[config.mk]
export PLATFORM = sky130hd
export DESIGN_NAME = zipwith_shiftadd_n
export DESIGN_NICKNAME = d
export VERILOG_FILES = /design/src/rtl/zipwith_shiftadd_n_pkg.sv /design/src/rtl/zipwith_out_fifo.sv /design/src/rtl/zipwith_shiftadd_n.sv
export SDC_FILE = /design/constraint.sdc
export NUM_CORES = 1
export LEC_CHECK = 0
export CAP_MARGIN = 25
export CORE_AREA = 2 2 122 124
export CTS_BUF_LIST = sky130_fd_sc_hd__clkbuf_2 sky130_fd_sc_hd__clkbuf_4 sky130_fd_sc_hd__clkbuf_8
export CTS_CLUSTER_DIAMETER = 60
export DETAILED_ROUTE_END_ITERATION = 8
export DIE_AREA = 0 0 124 126
export PLACE_DENSITY_LB_ADDON = 0.3
export REMOVE_ABC_BUFFERS = 1
export SKIP_CTS_REPAIR_TIMING = 1
export SLEW_MARGIN = 30
export SYNTH_ARGS = -nofsm -noshare
export SYNTH_HDL_FRONTEND = slang
export SYNTH_SLANG_ARGS = --single-unit
[constraint.sdc]
create_clock -name CLK -period 6.65 [get_ports CLK]
set_clock_uncertainty 0.15 [all_clocks]
set_input_delay 1.995 -clock CLK [delete_from_list [all_inputs] [get_ports CLK]]
set_output_delay 1.995 -clock CLK [all_outputs]
set_load 0.05 [all_outputs]
[src/rtl/zipwith_shiftadd_n_pkg.sv]
// Shared constants and elaboration helpers for the zipWith shift-add actor.
package zipwith_shiftadd_n_pkg;

  localparam logic [15:0] TOKEN_COUNT = 16'h0001;

  function automatic int unsigned clog2(input int unsigned v);
    int unsigned r;
    r = 0;
    while ((64'd1 << r) < 64'(v)) r++;
    return r;
  endfunction

  // Shift field idx of a packed shift vector, fields of sw bits, field 0 in the LSBs.
  function automatic int unsigned shift_of(input logic [63:0] shifts,
                                           input int unsigned sw,
                                           input int unsigned idx);
    logic [63:0] f;
    f = (shifts >> (idx * sw)) & ((64'd1 << sw) - 64'd1);
    return f[31:0];
  endfunction

  function automatic int unsigned max_shift(input logic [63:0] shifts,
                                            input int unsigned sw,
                                            input int unsigned n);
    int unsigned m;
    m = 0;
    for (int unsigned i = 0; i < n; i++)
      if (shift_of(shifts, sw, i) > m) m = shift_of(shifts, sw, i);
    return m;
  endfunction

endpackage

[src/rtl/zipwith_out_fifo.sv]
// Small synchronous output FIFO; occupancy-tracked, power-of-two depth.
module zipwith_out_fifo
  import zipwith_shiftadd_n_pkg::*;
#(
  parameter int unsigned DATA_W = 16,
  parameter int unsigned DEPTH  = 2
) (
  input  logic                    clk,
  input  logic                    reset,
  input  logic                    push,
  input  logic [DATA_W-1:0]       push_data,
  input  logic                    pop,
  output logic [clog2(DEPTH):0]   occ,
  output logic [DATA_W-1:0]       head
);

  localparam int unsigned PTR_W = clog2(DEPTH);

  logic [DATA_W-1:0] mem [DEPTH];
  logic [PTR_W-1:0]  wr_ptr;
  logic [PTR_W-1:0]  rd_ptr;
  logic              pop_ok;

  assign pop_ok = pop && (occ != '0);
  assign head   = mem[rd_ptr];

  always_ff @(posedge clk or posedge reset) begin
    if (reset) begin
      for (int unsigned i = 0; i < DEPTH; i++) mem[i] <= '0;
      wr_ptr <= '0;
      rd_ptr <= '0;
      occ    <= '0;
    end else begin
      if (push) begin
        mem[wr_ptr] <= push_data;
        wr_ptr      <= wr_ptr + 1'b1;
      end
      if (pop_ok) rd_ptr <= rd_ptr + 1'b1;
      // Simultaneous push and pop leaves occupancy unchanged.
      case ({push, pop_ok})
        2'b10:   occ <= occ + 1'b1;
        2'b01:   occ <= occ - 1'b1;
        default: occ <= occ;
      endcase
    end
  end

endmodule

[src/rtl/zipwith_shiftadd_n.sv]
// N-input join emitting sum(IN_i << SHIFT_i) through a registered stage and
// a bounded output FIFO, with credit-based firing and a fired-token counter.
module zipwith_shiftadd_n
  import zipwith_shiftadd_n_pkg::*;
#(
  parameter int unsigned NUM_IN     = 3,
  parameter int unsigned DATA_W     = 16,
  parameter int unsigned SHIFT_W    = 4,
  parameter logic [NUM_IN*SHIFT_W-1:0] SHIFTS = 12'h752,
  parameter int unsigned FIFO_DEPTH = 2,
  parameter int unsigned SAT        = 0
) (
  input  logic                       CLK,
  input  logic                       RESET,
  input  logic [NUM_IN*DATA_W-1:0]   IN_DATA,
  input  logic [NUM_IN-1:0]          IN_SEND,
  input  logic [NUM_IN*16-1:0]       IN_COUNT,
  output logic [NUM_IN-1:0]          IN_ACK,
  output logic [DATA_W-1:0]          OUT_DATA,
  output logic                       OUT_SEND,
  output logic [15:0]                OUT_COUNT,
  input  logic                       OUT_RDY,
  input  logic                       OUT_ACK,
  output logic [31:0]                TOKENS
);

  localparam int unsigned MAX_SH = max_shift(64'(SHIFTS), SHIFT_W, NUM_IN);
  localparam int unsigned SUM_W  = DATA_W + MAX_SH + clog2(NUM_IN);
  localparam int unsigned OCC_W  = clog2(FIFO_DEPTH) + 1;

  logic [SUM_W-1:0]  sum_next;
  logic [SUM_W-1:0]  sum_q;
  logic              pipe_valid;
  logic [OCC_W-1:0]  occ;
  logic [OCC_W:0]    credit;
  logic              fire;
  logic              pop;
  logic [DATA_W-1:0] push_data;
  logic [DATA_W-1:0] head;
  logic              unused_count;

  assign unused_count = ^IN_COUNT;

  // Slots already claimed: stored entries plus the one in flight, less the
  // entry leaving this cycle, so a full FIFO being drained can still fire.
  assign pop    = OUT_SEND & OUT_ACK;
  assign credit = {1'b0, occ} + (OCC_W+1)'(pipe_valid) - (OCC_W+1)'(pop);
  assign fire   = (&IN_SEND) && (credit < (OCC_W+1)'(FIFO_DEPTH));
  assign IN_ACK = {NUM_IN{fire}};

  always_comb begin
    sum_next = '0;
    for (int unsigned i = 0; i < NUM_IN; i++)
      sum_next = sum_next +
                 (SUM_W'(IN_DATA[i*DATA_W +: DATA_W]) << shift_of(64'(SHIFTS), SHIFT_W, i));
  end

  always_ff @(posedge CLK or posedge RESET) begin
    if (RESET) begin
      sum_q      <= '0;
      pipe_valid <= 1'b0;
      TOKENS     <= '0;
    end else begin
      pipe_valid <= fire;
      if (fire) begin
        sum_q  <= sum_next;
        TOKENS <= TOKENS + 32'd1;
      end
    end
  end

  always_comb begin
    push_data = sum_q[DATA_W-1:0];
    if ((SAT != 0) && (|sum_q[SUM_W-1:DATA_W])) push_data = '1;
  end

  zipwith_out_fifo #(
    .DATA_W (DATA_W),
    .DEPTH  (FIFO_DEPTH)
  ) u_fifo (
    .clk       (CLK),
    .reset     (RESET),
    .push      (pipe_valid),
    .push_data (push_data),
    .pop       (pop),
    .occ       (occ),
    .head      (head)
  );

  assign OUT_SEND  = (occ != '0) & OUT_RDY;
  assign OUT_DATA  = head;
  assign OUT_COUNT = TOKEN_COUNT;

endmodule

==> impl_metrics.py, run 1 <==
metrics = {
    "place": {
        "gp_congestion": 0.753,
        "portBuffers": 90,
        "hpwlAfterDp_mm": 6.47,
        "post-place-ws_ps": 177,
    },
    "sta": {
        "setup_viol_count_final": 0,
        "fin_ws_ps": 218,
        "maxSlewHeadroom_pct": 45.7,
        "fin_crit_sh_pct": 96.7,
        "rsz0062_at_grt": "false",
        "fmax_ghz": 0.155,
        "slew_viol_final": 0,
        "hold_viol_final": 0,
        "final.min_clock_period_ps": 6430,
        "fin_hold_ws_ps": 344,
        "worst_pin_slew_ps": 815,
    },
    "synth": {
        "synth-simple-area-share_pct": 13.6,
        "synth_compound_area_share_pct": 4.66,
        "yosysUniqueCellTypes": 45,
        "synth_seq_area_share_pct": 46.9,
        "synth_top_family_by_area": "simple AND/OR/NAND/NOR gates",
        "synth_ff_type": "dfrtp_1",
        "avgSynthCellArea_um2": 11.7,
        "synth-edff-count": 0,
        "synth_xor_area_share_pct": 9.15,
        "ys_seq_elements": 79,
        "yosys_warnings": 0,
        "synthArstFlopShare_pct": 100,
        "synthesis.area_um2": 4210,
        "muxShareOfSynthArea_pct": 11.2,
        "synthCells": 360,
        "synth_fa_ha_area_share_pct": 8.91,
    },
    "clock_tree": {
        "clockBufferDepth": 2,
        "cts_inserted_buffers": 9,
        "cts_tree": "done",
        "cts-root-buf": "clkbuf_8",
        "cts.htree.levels": 3,
        "clk_latency_ps": 350,
        "clock-sinks": 79,
        "cts.clk_slew.worst_paths_ps": 80,
    },
    "drt": {
        "ant_nets": 0,
        "wl_met2_mm": 4.19,
        "routed_wl_mm": 9.02,
        "wl_met1_mm": 4.07,
        "routedWlPerCell_um": 14.0,
        "vias": 2950,
        "drc": 0,
        "via_per_inst": 4.60,
        "drt_iter0_drc": 117,
        "firstDrtPassIters": 5,
        "top_layer": "met4",
        "wl_met3_um": 628,
    },
    "die": {
        "core-area_um2": 14300,
        "start_util_pct": 29.4,
        "ios": 171,
        "core.rowCount": 44,
        "die_w_um": 124,
        "die_h_um": 126,
        "dieArea_um2": 15600,
    },
    "flow_run": {
        "cap_viol_max_count": 0,
    },
    "critical_path": {
        "crit_type": "input port to primary output",
        "reg2reg_from": "u_fifo.occ[1]",
        "worstPathRequired_ps": 4510,
        "cpMaxStageDelayCell": "fa_1",
        "critPathMostFrequentCell": "buf_12",
        "critPathMaxStageDelay_ps": 470,
        "startpoint": "OUT_RDY",
        "critPathMaxFanout": 9,
        "worstPathCellList": "clkdlybuf4s50_1 -> o21a_1 -> and2_1 -> ha_1 -> nand2b_1 -> fa_1 -> and4_1 -> nand2_2 -> inv_1 -> buf_12 -> buf_12",
        "cp.arrival_ps": 4290,
        "crit_path_end_kind": "primary output",
        "critPathLaunchType": "input port",
    },
    "global_route": {
        "grt_max_degree": 43,
        "globalRouteOverflowTotal": 0,
        "antenna_found_initial": 0,
        "grt_pass1_wl_mm": 14.5,
        "track_usage_pct": 11.9,
        "grt_pass1_vias": 2905,
    },
    "layout": {
        "final_nets": 580,
        "syn2layout_area_growth_pct": 29.9,
        "antenna_cells": 0,
        "layout-drive-gt1-share_pct": 15.7,
    },
    "worst_hold_path": {
        "worstHoldStart": "TOKENS[28]",
        "hold_path.class": "flop to flop",
    },
    "power_and_ir_drop": {
        "ir_drop_mv": 0.114,
        "power_leakage_nw": 2.43,
        "power.density_nw_per_um2": 319,
    },
    "run_status": {
        "run_status": "finished clean",
    },
}
logic make-up (layout without fill, tap and decap cells):
family	after synthesis	after routing
adder cells (fa/ha/maj)	24	24
AO/OA/AOI/OAI	29	29
flip-flops	79	79
buffers and inverters	37	119
multiplexers	42	42
other	2	18
AND/OR/NAND/NOR	103	103
XOR/XNOR	44	44
worst max-delay path, delay by kind of cell:
family / cells / cell delay [ps]
buffers and inverters: 4 / 890
AND/OR/NAND/NOR: 4 / 560
AO/OA/AOI/OAI: 1 / 140
adder cells (fa/ha/maj): 2 / 680
routing by layer:
layer / vias up / global-route usage [%]
li1: 1401 / -
met1: 1440 / 15.5
met2: 97 / 19.3
met3: 12 / 3.40
met4: 0 / 3.77
met5: - / 0
Yosys cell counts, drive strengths merged (2+ instances only):
master / count / area, um^2
buf: 27 / 186
xnor2: 30 / 263
a211o: 2 / 17.5
nor2: 8 / 30.0
and3: 5 / 31.3
ha: 14 / 175
nor3: 5 / 36.3
nand2: 39 / 149
dfrtp: 79 / 1980
fa: 10 / 200
inv: 8 / 30.0
nand3: 13 / 65.1
nor3b: 2 / 15.0
a21oi: 2 / 10.0
and2: 3 / 18.8
o21ai: 8 / 40.0
a21o: 3 / 22.5
nor4b: 2 / 17.5
mux2: 42 / 473
nand2b: 3 / 18.8
o21a: 4 / 30.0
nor4: 3 / 33.8
clkbuf: 2 / 7.51
conb: 2 / 7.51
xor2: 14 / 123
and4: 6 / 52.6
nand4: 10 / 77.6
a211oi: 2 / 15.0
a31oi: 2 / 12.5
sequential cells by signal, summed over array words and instances (netlist names):
signal         flops
u_fifo.occ         2
sum_q             14
u_fifo.rd_ptr      1
u_fifo.mem        28
u_fifo.wr_ptr      1
pipe_valid         1
TOKENS            32
path summary, 6_finish.rpt:
| check | cells after the start | slack [ps] | to |
|---|---|---|---|
| max | 11 | 220 | IN_ACK[0] |
| min | 1 | 340 | TOKENS[28] |
| max reg2reg | 11 | 3290 | TOKENS[21] |
| min reg2reg | 1 | 340 | TOKENS[28] |
| max in group asynchronous | 3 | 3460 | TOKENS[31] |
| min in group asynchronous | 2 | 1890 | TOKENS[18] |
cell type report:
cell class,instances,area (um^2)
repair buffers,95,981
well taps,184,230
fillers,1442,8840
multi-input cells,260,2070
clock inverters,5,33.8
clock buffers,11,145
flip-flops and latches,79,1980
inverters,8,31.3
power breakdown:
group          total (mW)  internal, mW  switching, mW
Combinational       0.710         0.307          0.404
Sequential          0.708         0.601          0.107
Clock               0.325         0.149          0.176
Total                1.74          1.06          0.686
cells in the final DEF (no fill, tap or decap), types with 5 or more instances in the layout:
cell / n
clkdlybuf4s50_1: 87
dfrtp_1: 79
mux2_2: 42
nand2_1: 38
xnor2_1: 30
conb_1: 18
xor2_1: 14
ha_1: 14
nand3_1: 13
fa_1: 10
clkbuf_8: 10
nand4_1: 9
nor2_1: 8
o21ai_0: 8
inv_1: 7
and4_1: 6
and3_1: 5
per-stage QoR:
step / instances / cell area [um^2] / power, mW / utilization, % / setup TNS, ps
finish: 642 / 5470 / 1.74 / 38.2 / 0
global placement: 626 / 5290 / 1.42 / 37.0 / 0
global route: 642 / 5470 / 1.86 / 38.2 / 0
CTS: 642 / 5470 / 1.77 / 38.2 / 0
detailed placement: 626 / 5290 / 1.44 / 37.0 / 0
floorplan: 347 / 4080 / 1.19 / - / -1640
No activity file was read; power rests on OpenSTA's default activity.
==> run 2: changes to the inputs <==
CAP_MARGIN = 30   (was 25)
SETUP_SLACK_MARGIN = 0.2   (was default)
==> impl_metrics.py, run 2 (same netlist as run 1, synthesis figures left out) <==
metrics = {
    "run_status": {
        "run_status": "finished clean",
    },
    "clock_tree": {
        "cts.htree.levels": 3,
        "cts_inserted_buffers": 9,
        "clk_latency_ps": 350,
        "clockBufferDepth": 2,
        "cts-root-buf": "clkbuf_8",
        "cts_tree": "done",
        "cts.clk_slew.worst_paths_ps": 80,
        "clock-sinks": 79,
    },
    "drt": {
        "firstDrtPassIters": 5,
        "drc": 0,
        "vias": 2950,
        "drt_iter0_drc": 128,
        "routedWlPerCell_um": 14.0,
        "via_per_inst": 4.58,
        "routed_wl_mm": 9.01,
        "ant_nets": 0,
    },
    "layout": {
        "largest_register_ffs": 32,
        "final_nets": 582,
        "regMostFlops": "TOKENS",
        "final_cell_mix": "87 x clkdlybuf4s50_1, 79 x dfrtp_1, 42 x mux2_2",
        "final_common_cell": "clkdlybuf4s50_1",
        "top_regs": "TOKENS (32), u_fifo.mem (28), sum_q (14)",
        "post-route-util_pct": 38.5,
        "syn2layout_area_growth_pct": 30.9,
        "stdcell_count": 644,
        "antenna_cells": 0,
        "layout-drive-gt1-share_pct": 17.2,
    },
    "global_route": {
        "grt_pass1_wl_mm": 14.5,
        "antenna_found_initial": 0,
        "grt_max_degree": 43,
        "grt_pass1_vias": 2905,
        "globalRouteOverflowTotal": 0,
        "track_usage_pct": 11.9,
    },
    "critical_path": {
        "crit_path_end_kind": "primary output",
        "worstPathRequired_ps": 4510,
        "cpMaxStageDelayCell": "fa_1",
        "critPathLaunchType": "input port",
        "cp.arrival_ps": 4180,
        "critPathMostFrequentCell": "buf_12",
        "crit_family": "buffers and inverters",
        "critPathMaxStageDelay_ps": 470,
        "critPathMaxFanout": 6,
        "critPathBufInv": 4,
        "worstPathCellList": "clkdlybuf4s50_1 -> o21a_1 -> and2_4 -> ha_1 -> nand2b_4 -> fa_1 -> and4_4 -> nand2_4 -> inv_4 -> buf_12 -> buf_12",
        "crit_type": "input port to primary output",
    },
    "sta": {
        "maxSlewHeadroom_pct": 45.7,
        "fin_crit_sh_pct": 95.2,
        "final.min_clock_period_ps": 6330,
        "worst_pin_slew_ps": 815,
        "hold_viol_final": 0,
        "setup_viol_count_final": 0,
        "fmax_ghz": 0.158,
        "slew_viol_final": 0,
        "rsz0062_at_grt": "false",
    },
    "die": {
        "core-area_um2": 14300,
        "dieArea_um2": 15600,
        "ios": 171,
        "start_util_pct": 29.4,
        "core.rowCount": 44,
        "die_w_um": 124,
        "die_h_um": 126,
    },
    "power_and_ir_drop": {
        "power_leakage_nw": 2.46,
        "p_total_mw": 1.76,
        "power.density_nw_per_um2": 320,
        "ir_drop_mv": 0.114,
    },
    "worst_hold_path": {
        "hold_path.class": "flop to flop",
    },
    "flow_run": {
        "cap_viol_max_count": 0,
    },
    "place": {
        "hpwlAfterDp_mm": 6.47,
        "gp_congestion": 0.753,
        "placedCellCount": 626,
        "portBuffers": 90,
    },
}
==> run 2: final timing paths <==
path	slack, ps	to	cells past startpoint	startpoint
setup / recovery	320	IN_ACK[1]	11	OUT_RDY
hold reg to reg	340	TOKENS[28]	1	TOKENS[28]
hold / removal	340	TOKENS[28]	1	TOKENS[28]
setup reg to reg	3310	TOKENS[21]	11	u_fifo.occ[1]
min in group asynchronous	1900	TOKENS[18]	2	RESET
max in group asynchronous	3460	TOKENS[31]	3	RESET
==> run 2: per-stage QoR <==
stage,hold WS [ps],TNS [ps],worst slack (ps),area [um^2]
finish,344,0,322,5510
global route,354,0,201,5510
CTS,344,0,169,5470
detailed placement,332,0,177,5290
global placement,314,0,230,5290
floorplan,308,-1640,-547,4080
==> run 2: area by class of cell <==
cell class,instances,area (um^2)
fill,1435,8800
multi-input combinational,260,2100
sequential,79,1980
timing repair buffer,97,996
tap,184,230
clock buffer,11,145
clock inverter,5,33.8
inverter,8,33.8
==> run 2: routing by layer <==
| metal | GRT usage [%] | wire length, um |
|---|---|---|
| met1 | 15.5 | 4050 |
| met2 | 19.3 | 4250 |
| met3 | 3.40 | 597 |
| met4 | 3.77 | 110 |
| met5 | 0 | 0 |
==> run 2: power by group <==
group          leakage (nW)  internal (mW)  switching, mW
combinational          1.32          0.318          0.409
clock                0.0887          0.149          0.176
sequential             1.05          0.601          0.108
==> run 3: changes to the inputs <==
CORE_AREA = 2 2 156 97   (was 2 2 122 124)
DIE_AREA = 0 0 158 99   (was 0 0 124 126)
PLACE_DENSITY = 0.63   (was default)
PLACE_DENSITY_LB_ADDON = default   (was 0.3)
clock period = 7.8 ns   (was 6.65 ns; I/O delays follow)
==> impl_metrics.py, run 3 (same netlist as run 1, synthesis figures left out) <==
metrics = {
    "run_status": {
        "run_status": "finished clean",
    },
    "layout": {
        "layout-drive-gt1-share_pct": 15.5,
        "final_cell_mix": "87 x clkdlybuf4s50_1, 79 x dfrtp_1, 42 x mux2_2",
        "final_nets": 579,
        "largest_register_ffs": 32,
        "regArea_um2": 1980,
        "regMostFlops": "TOKENS",
        "syn2layout_area_growth_pct": 30.5,
        "final_common_cell": "clkdlybuf4s50_1",
        "multiInputGateArea_um2": 2070,
        "fillers": 1433,
        "top_regs": "TOKENS (32), u_fifo.mem (28), sum_q (14)",
        "antenna_cells": 0,
    },
    "critical_path": {
        "crit_path_end_kind": "primary output",
        "critPathLaunchType": "input port",
        "cp.arrival_ps": 4860,
        "worstPathRequired_ps": 5310,
        "crit_type": "input port to primary output",
        "critPathMaxFanout": 7,
    },
    "drt": {
        "vias": 2916,
        "via_per_inst": 4.45,
        "firstDrtPassIters": 4,
        "routed_wl_mm": 9.47,
        "drt_iter0_drc": 81,
        "routedWlPerCell_um": 14.5,
        "drc": 0,
        "ant_nets": 0,
    },
    "sta": {
        "setup_viol_count_final": 0,
        "worst_pin_slew_ps": 772,
        "rsz0062_at_grt": "false",
        "fin_setup_tns_ps": 0,
        "slew_viol_final": 0,
        "fin_crit_sh_pct": 94.3,
        "hold_viol_final": 0,
        "final.min_clock_period_ps": 7350,
        "fmax_ghz": 0.136,
        "maxSlewHeadroom_pct": 48.5,
    },
    "power_and_ir_drop": {
        "ir_drop_mv": 0.0977,
        "clkPwrFrac_pct": 20.5,
        "power_leakage_nw": 2.43,
        "swShare_pct": 39.2,
        "combPwrFrac_pct": 40.1,
        "p_seq_share_pct": 39.4,
        "p_int_mw": 0.924,
        "power.density_nw_per_um2": 277,
        "p_total_mw": 1.52,
        "p_sw_mw": 0.596,
    },
    "die": {
        "dieArea_um2": 15600,
        "die_h_um": 99,
        "start_util_pct": 29.6,
        "core-area_um2": 14200,
        "die_w_um": 158,
        "core.rowCount": 34,
        "ios": 171,
    },
    "place": {
        "gp_congestion": 0.771,
        "hpwlAfterDp_mm": 7.10,
        "portBuffers": 90,
    },
    "clock_tree": {
        "clock-sinks": 79,
        "cts_tree": "done",
        "cts_inserted_buffers": 9,
        "cts.htree.levels": 3,
        "cts.clk_slew.worst_paths_ps": 90,
        "clk_latency_ps": 350,
        "cts-root-buf": "clkbuf_8",
        "clockBufferDepth": 2,
    },
    "global_route": {
        "grt_pass1_wl_mm": 15.3,
        "grt_pass1_vias": 2958,
        "grt_max_degree": 80,
        "antenna_found_initial": 0,
        "globalRouteOverflowTotal": 0,
        "track_usage_pct": 12.5,
    },
    "flow_run": {
        "cap_viol_max_count": 0,
    },
    "worst_hold_path": {
        "hold_path.class": "flop to flop",
    },
}
[run 3: metal layers]
| layer | vias to the layer above | track usage, % | wire length (um) |
|---|---|---|---|
| li1 | 1406 | - | - |
| met1 | 1451 | 17.3 | 4590 |
| met2 | 53 | 19.7 | 4400 |
| met3 | 6 | 3.17 | 412 |
| met4 | 0 | 2.91 | 66 |
| met5 | - | 0 | 0 |
[run 3: cell type report]
type | instances | share of cell area (%)
multi-input cells | 260 | 37.7
flip-flops and latches | 79 | 36.0
repair buffers | 94 | 17.6
well taps | 198 | 4.51
clock buffers | 9 | 2.25
clock inverters | 7 | 1.46
inverters | 8 | 0.547
[run 3: power groups by stage]
stage,registers [mW],logic [mW],clock network [mW]
floorplan,0.604,0.410,0
global placement,0.598,0.608,0
detailed placement,0.610,0.615,0
CTS,0.601,0.620,0.325
global route,0.617,0.654,0.342
finish,0.599,0.609,0.312
[run 3: path summary, 6_finish.rpt]
| check | start | endpoint | slack (ps) | cells after the start |
|---|---|---|---|---|
| max | OUT_RDY | IN_ACK[1] | 450 | 10 |
| min | TOKENS[31] | TOKENS[31] | 330 | 1 |
| max reg2reg | u_fifo.occ[1] | TOKENS[17] | 4180 | 11 |
| min reg2reg | TOKENS[31] | TOKENS[31] | 330 | 1 |
| max in group asynchronous | RESET | TOKENS[13] | 4650 | 3 |
| min in group asynchronous | RESET | TOKENS[24] | 2350 | 3 |
[run 3: worst max-delay path, cell delays in order]
cell and delay [ps]:
clkdlybuf4s50_1 470, o21a_1 160, and2_1 140, ha_1 210, nand2b_1 150, fa_1 520
and4_1 250, nand2_2 70, inv_1 350, buf_12 200
[run 3: metrics by stage]
stage | hold WS, ps | instances | worst slack [ps] | util [%] | instance area (um^2)
after global routing | 371 | 655 | 259 | 38.7 | 5490
after floorplan | 308 | 347 | -87.1 | - | 4080
final | 329 | 655 | 448 | 38.7 | 5490
after global placement | 315 | 639 | 372 | 37.2 | 5290
after CTS | 342 | 655 | 385 | 38.6 | 5490
after detailed placement | 329 | 639 | 403 | 37.2 | 5290
